**src/rtl/audio_out_mc.sv**
```systemverilog
// ---------------------------------------------------------------------------
// audio_out_mc
//
// Multichannel audio output stage. Packed PCM frames arrive over a
// valid/ready handshake and are queued in a small frame FIFO. Each external
// sample tick releases one frame to the held output samples, with a global
// arithmetic-shift attenuation and a mute applied on the way out. Every
// channel also drives a first-order sigma-delta bitstream for analog or PWM
// pins.
//
// Parameters
//   CHANNELS  channel count (>= 1)
//   WIDTH     signed two's complement sample width (>= 4)
//   DEPTH     FIFO depth in frames, power of two (>= 2)
//
// Ports
//   clk           single clock for all logic
//   reset_n       asynchronous active-low reset
//   in_data       input frame, channel c at [c*WIDTH +: WIDTH]
//   in_valid      input frame offered
//   in_ready      FIFO can accept (enable && not full)
//   enable        block enable; low flushes the FIFO and silences the output
//   sample_tick   one-cycle sample-rate strobe
//   atten         arithmetic right-shift applied to every channel at pop
//   mute          force output samples to zero
//   level         held output samples, same packing as in_data
//   sample_stb    one-cycle pulse when level takes a newly popped frame
//   fill          frames currently in the FIFO
//   underrun_cnt  saturating count of ticks that found the FIFO empty
//   dac_out       sigma-delta bit per channel
// ---------------------------------------------------------------------------
module audio_out_mc #(
    parameter int CHANNELS = 2,
    parameter int WIDTH    = 16,
    parameter int DEPTH    = 8
) (
    input  logic                          clk,
    input  logic                          reset_n,
    input  logic [CHANNELS*WIDTH-1:0]     in_data,
    input  logic                          in_valid,
    output logic                          in_ready,
    input  logic                          enable,
    input  logic                          sample_tick,
    input  logic [3:0]                    atten,
    input  logic                          mute,
    output logic [CHANNELS*WIDTH-1:0]     level,
    output logic                          sample_stb,
    output logic [$clog2(DEPTH+1)-1:0]    fill,
    output logic [7:0]                    underrun_cnt,
    output logic [CHANNELS-1:0]           dac_out
);

    localparam int FILL_W = $clog2(DEPTH + 1);
    localparam int PTR_W  = $clog2(DEPTH);
    localparam logic [FILL_W-1:0] FULL = FILL_W'(DEPTH);

    typedef logic [CHANNELS*WIDTH-1:0] frame_t;

    // Arithmetic right shift; shifts of WIDTH or more leave only sign bits.
    function automatic logic signed [WIDTH-1:0] atten_shift(
        input logic signed [WIDTH-1:0] x,
        input logic [3:0]              sh
    );
        if (int'(sh) >= WIDTH) begin
            return {WIDTH{x[WIDTH-1]}};
        end
        return x >>> sh;
    endfunction

    // Saturating event counter step.
    function automatic logic [7:0] sat_inc(input logic [7:0] c);
        return (c == 8'hFF) ? c : c + 8'd1;
    endfunction

    // Two's complement to offset binary: flipping the sign bit maps
    // -2^(W-1)..2^(W-1)-1 onto 0..2^W-1, the pulse density numerator.
    function automatic logic [WIDTH-1:0] offset_bin(input logic signed [WIDTH-1:0] x);
        return {~x[WIDTH-1], x[WIDTH-2:0]};
    endfunction

    frame_t              mem [DEPTH];
    logic [PTR_W-1:0]    wr_ptr;
    logic [PTR_W-1:0]    rd_ptr;
    logic                push;
    logic                pop;
    logic                underrun;
    frame_t              head_p0;
    frame_t              scaled_p0;
    logic [WIDTH-1:0]    dac_acc_p1 [CHANNELS];
    logic [WIDTH:0]      dac_sum_p1 [CHANNELS];

    assign in_ready = enable && (fill != FULL);
    assign push     = in_valid && in_ready;
    assign pop      = sample_tick && enable && (fill != '0);
    assign underrun = sample_tick && enable && (fill == '0);

    // ---- stage 0: FIFO head read and attenuation ----
    assign head_p0 = mem[rd_ptr];

    always_comb begin
        scaled_p0 = '0;
        for (int c = 0; c < CHANNELS; c++) begin
            scaled_p0[c*WIDTH +: WIDTH] = atten_shift(head_p0[c*WIDTH +: WIDTH], atten);
        end
    end

    // Frame storage carries data only, so it has no reset.
    always_ff @(posedge clk) begin
        if (push) begin
            mem[wr_ptr] <= in_data;
        end
    end

    // ---- stage 1: FIFO control and held output samples ----
    always_ff @(posedge clk or negedge reset_n) begin
        if (!reset_n) begin
            wr_ptr       <= '0;
            rd_ptr       <= '0;
            fill         <= '0;
            underrun_cnt <= '0;
            sample_stb   <= 1'b0;
            level        <= '0;
        end else if (!enable) begin
            // Flush and silence; the underrun history is kept on purpose.
            wr_ptr     <= '0;
            rd_ptr     <= '0;
            fill       <= '0;
            sample_stb <= 1'b0;
            level      <= '0;
        end else begin
            if (push) begin
                wr_ptr <= wr_ptr + PTR_W'(1);
            end
            if (pop) begin
                rd_ptr <= rd_ptr + PTR_W'(1);
            end
            if (push && !pop) begin
                fill <= fill + FILL_W'(1);
            end else if (pop && !push) begin
                fill <= fill - FILL_W'(1);
            end
            if (underrun) begin
                underrun_cnt <= sat_inc(underrun_cnt);
            end
            sample_stb <= pop;
            // Mute zeroes the output every cycle; popped frames are discarded
            // so the FIFO keeps draining at the sample rate.
            if (mute) begin
                level <= '0;
            end else if (pop) begin
                level <= scaled_p0;
            end
        end
    end

    // ---- stage 2: sigma-delta modulators ----
    // The accumulator keeps only its low WIDTH bits; the carry out of each
    // addition is the output bit, so acc[WIDTH] lives in dac_out.
    always_comb begin
        for (int c = 0; c < CHANNELS; c++) begin
            dac_sum_p1[c] = {1'b0, dac_acc_p1[c]} + {1'b0, offset_bin(level[c*WIDTH +: WIDTH])};
        end
    end

    always_ff @(posedge clk or negedge reset_n) begin
        if (!reset_n) begin
            for (int c = 0; c < CHANNELS; c++) begin
                dac_acc_p1[c] <= '0;
            end
            dac_out <= '0;
        end else begin
            for (int c = 0; c < CHANNELS; c++) begin
                dac_acc_p1[c] <= dac_sum_p1[c][WIDTH-1:0];
                dac_out[c]    <= dac_sum_p1[c][WIDTH];
            end
        end
    end

endmodule

```
**config.mk**
```make
export PLATFORM = sky130hd
export DESIGN_NAME = audio_out_mc
export DESIGN_NICKNAME = d
export VERILOG_FILES = /design/src/rtl/audio_out_mc.sv
export SDC_FILE = /design/constraint.sdc
export NUM_CORES = 1
export LEC_CHECK = 0
export ABC_CLOCK_PERIOD_IN_PS = 5200
export CORE_ASPECT_RATIO = 1.2
export CORE_MARGIN = 4
export CORE_UTILIZATION = 60
export CTS_CLUSTER_SIZE = 14
export DETAILED_ROUTE_END_ITERATION = 7
export MAX_ROUTING_LAYER = met4
export PLACE_DENSITY = 0.8
export SLEW_MARGIN = 0
export SYNTH_ARGS = -nofsm -noshare
export SYNTH_HDL_FRONTEND = slang
export SYNTH_SLANG_ARGS = --single-unit
```
**constraint.sdc**
```tcl
create_clock -name clk -period 5.2 [get_ports clk]
set_clock_uncertainty 0.1 [all_clocks]
set_input_delay 1.56 -clock clk [delete_from_list [all_inputs] [get_ports clk]]
set_output_delay 1.56 -clock clk [all_outputs]
set_load 0.01 [all_outputs]
```
==> metrics.csv <==
stage,metric,value,unit
status,status,completed,
final_layout,drive_gt1_frac,0.151,
final_layout,nNetsFinal,1196,
power,finalPower,0.00781,W
yosys,synth_mux_area_frac,0.143,
floorplanning,pin_count,90,
floorplanning,die_w,154,um
timing,min_period,4.49,ns
clock_network,ctsHoldBuffers,0,
power,switchingPower,0.00230,W
critical_path,r2r_cells,7,
timing,layout_worst_path_cycle_share,0.864,
timing,slew_headroom,0.431,
yosys,synth_top_family_by_area,multiplexers,
final_layout,layout_common_cells,"edfxtp_1, clkdlybuf4s50_1, dfrtp_1",
clock_network,clk_pin_slew,0.06,ns
critical_path,cp_slowest_stage_delay,0.53,ns
timing,report.final.setup_viol,0,
final_layout,fillers,1588,
critical_path,critPathCaptureType,output pin,
critical_path,rr_endpoint,level[9],
yosys,synth-compound-area-share,0.0877,
yosys,syn_inst,1003,
critical_path,crit_top_cell,clkdlybuf4s50_1,
critical_path,critPathBufInv,3,
critical_path,cp_data_required_time,3.54,ns
route,routed_wl,32800,um
route,viasPerCell,6.34,
final_layout,antenna_cells,0,
yosys,synth_area,15400,sq um
floorplanning,die_area,28300,sq um
floorplanning,rows,63,
placed_design,io_buffers,89,
hold_path,hold_end,dac_acc_p1[0],
clock_network,htreeDepth,2,
route,ant_nets,0,
timing,worst_pin_slew,0.852,ns
hold_path,min-delay-start,dac_acc_p1[0],
route,firstDrtPassIters,6,
grt,grt_overflow_total,0,
yosys,ys_warn_count,0,
route,wl_per_cell,22.4,um
yosys,yosysSeqAreaShare,0.638,
timing,clock.fmax,223,MHz
power,power.internal,0.00550,W
yosys,synth_fa_ha_area_frac,0.0340,
timing,drv_slew,0,
yosys,syn_nets,1085,
placed_design,gp_congestion,0.942,
critical_path,crit_family,buffers and inverters,
clock_network,cts_resized,0,
final_layout,area_growth,15.4,%
yosys,synth_area_per_cell,15.3,sq um
job,max_cap_violations,0,
power,swShare,0.295,
timing,hold_violations,0,
final_layout,final_common_cell,edfxtp_1,
yosys,yosys_most_used_dff,edfxtp_1,
clock_network,post_cts_buffers,0,
critical_path,crit_chain,"clkdlybuf4s50_1, buf_4, and2_1, clkdlybuf4s50_1",
route,route.vias.total,9287,
yosys,synth-simple-area-share,0.0559,
grt,grt_pass1_wl,52500,um
clock_network,clock_latency,0.52,ns
clock_network,cts_root_buf,clkbuf_16,
clock_network,ctsLongestPathBuffers,3,
floorplanning,die_y,183,um
power,p_clk_frac,0.295,
grt,grt_pass1_vias,9371,
yosys,synth_edf_count,256,
placed_design,place.detailed.hpwl,21700,um
yosys,synth_xor_area_frac,0.0199,
grt,grt_usage,0.243,
timing,totalNegativeSetupSlack,0,ns
critical_path,crit_path_max_fanout,12,
power,vdd_drop_max,0.294,mV
power,p_per_area,440,nW/um^2
critical_path,path_class,primary input to output pin,
yosys,ys_ff_latch,341,
critical_path,cp_slowest_cell,clkdlybuf4s50_1,
floorplanning,initial_core_util,0.615,
critical_path,ff2ff_setup_slack,1.56,ns
grt,grt_max_degree,64,
critical_path,r2r-start,rd_ptr[0],
floorplanning,coreArea,25000,sq um
hold_path,hp-class,flip-flop to flip-flop,
critical_path,worstPathArrival,2.83,ns
yosys,synthDistinctLibCells,63,
yosys,async_flop_share,0.249,
timing,whs,0.375,ns
hold_path,min_path_cells,1,
power,seqPwrFrac,0.435,
power,pwr-share-comb,0.270,
clock_network,tritoncts,built,
route,post-route-drc-count,0,
route,drt-initial-drc-count,761,
clock_network,cts.sinks,341,
grt,antenna_found_initial,0,
power,p_leak,6.30,nW
critical_path,startpoint_type,primary input,
timing,grt_setup_unrepaired,no,
clock_network,numCtsBuffers,34,
## how the worst max path moves through the flow
stage           start   endpoint  slack (ns)  cells after the start
3_3_place_gp   enable   in_ready        0.71                      4
6_report       enable   in_ready        0.71                      4
4_1_cts        enable   in_ready        0.70                      4
5_1_grt        enable   in_ready        0.64                      4
3_5_place_dp   enable   in_ready        0.71                      4
2_1_floorplan  enable  mem[0][0]        0.04                      5
## Yosys cell counts, drive strengths merged, types with 3 or more instances
cell type  count  area (sq um)
a211oi        10          75.1
a21boi         3          22.5
a21o           7          52.6
a21oi         38           190
a221o          8          80.1
a221oi         5          43.8
a22o           7          61.3
a22oi         14           105
a31oi          9          56.3
and2          10          62.6
and3           4          25.0
buf           24           178
clkbuf        20          75.1
dfrtp         85          2130
edfxtp       256          7690
fa             3          60.1
ha            37           463
inv           19          71.3
mux2          20           225
mux2i         50           500
mux4          64          1470
nand2         59           221
nand2b         4          25.0
nand3         16          80.1
nand4          5          31.3
nor2          58           218
nor2b          4          25.0
nor3          17          85.1
nor4           5          31.3
o211ai        14           105
o21a           5          37.5
o21ai         38           190
o21bai         8          60.1
o221ai         3          26.3
o22ai          5          31.3
o2bb2ai        3          26.3
o31ai          3          22.5
or2            6          37.5
xnor2         25           219
xor2          10          87.6
## state kept, by name, indices dropped and copies added, names as in the netlist
name,cells
wr_ptr,3
dac_acc_p1,32
underrun_cnt,8
mem,256
dac_out,2
rd_ptr,3
sample_stb,1
level,32
fill,4
## power by group through the flow
| stage | clock network [W] | registers, W | logic (W) |
|---|---|---|---|
| finish | 0.00230 | 0.00340 | 0.00211 |
| global route | 0.00247 | 0.00343 | 0.00231 |
| CTS | 0.00233 | 0.00340 | 0.00210 |
| detailed placement | 0 | 0.00346 | 0.00209 |
| global placement | 0 | 0.00345 | 0.00204 |
| floorplan | 0 | 0.00339 | 0.00153 |
## metrics by stage
stage	setup WS, ns	utilization	instance area, sq um	instances
4_1_cts	0.703	0.710	17800	1464
6_report	0.708	0.710	17800	1464
2_1_floorplan	0.0419	-	15400	1003
3_5_place_dp	0.706	0.669	16700	1403
3_3_place_gp	0.710	0.669	16700	1403
5_1_grt	0.637	0.710	17800	1464
## final cells by class
cell class              count  area [sq um]  area share
well taps                 325           407      0.0229
clock buffers              43           885      0.0498
clock inverters            18           155     0.00874
inverters                  21          78.8     0.00444
repair buffers            119          1110      0.0627
flip-flops and latches    341          9820       0.553
multi-input cells         597          5300       0.298
## cells by family (layout without fill, tap and decap cells)
| group | count (synthesis) | in the layout |
|---|---|---|
| AOI/OAI and AO/OA | 198 | 198 |
| xor gates and xnor gates | 35 | 35 |
| adders and majority gates | 40 | 40 |
| buffers and inverters | 65 | 201 |
| DFF | 341 | 341 |
| muxes | 134 | 134 |
| and+or+nand+nor | 190 | 190 |
## metal layers
layer,part of all wire,vias up,track usage
li1,-,4183,-
met1,0.41,4690,0.330
met2,0.50,355,0.395
met3,0.061,59,0.0338
met4,0.023,0,0.0615
met5,0,-,-
## worst register-to-register path, stage by stage (launching register included)
cell	delay (ns)
dfrtp_1	0.69
buf_4	0.40
nor2b_1	0.74
a22oi_1	0.24
and2_1	0.23
mux4_2	0.50
mux2_2	0.30
a221o_1	0.32
(Power assumes the default switching activity.)
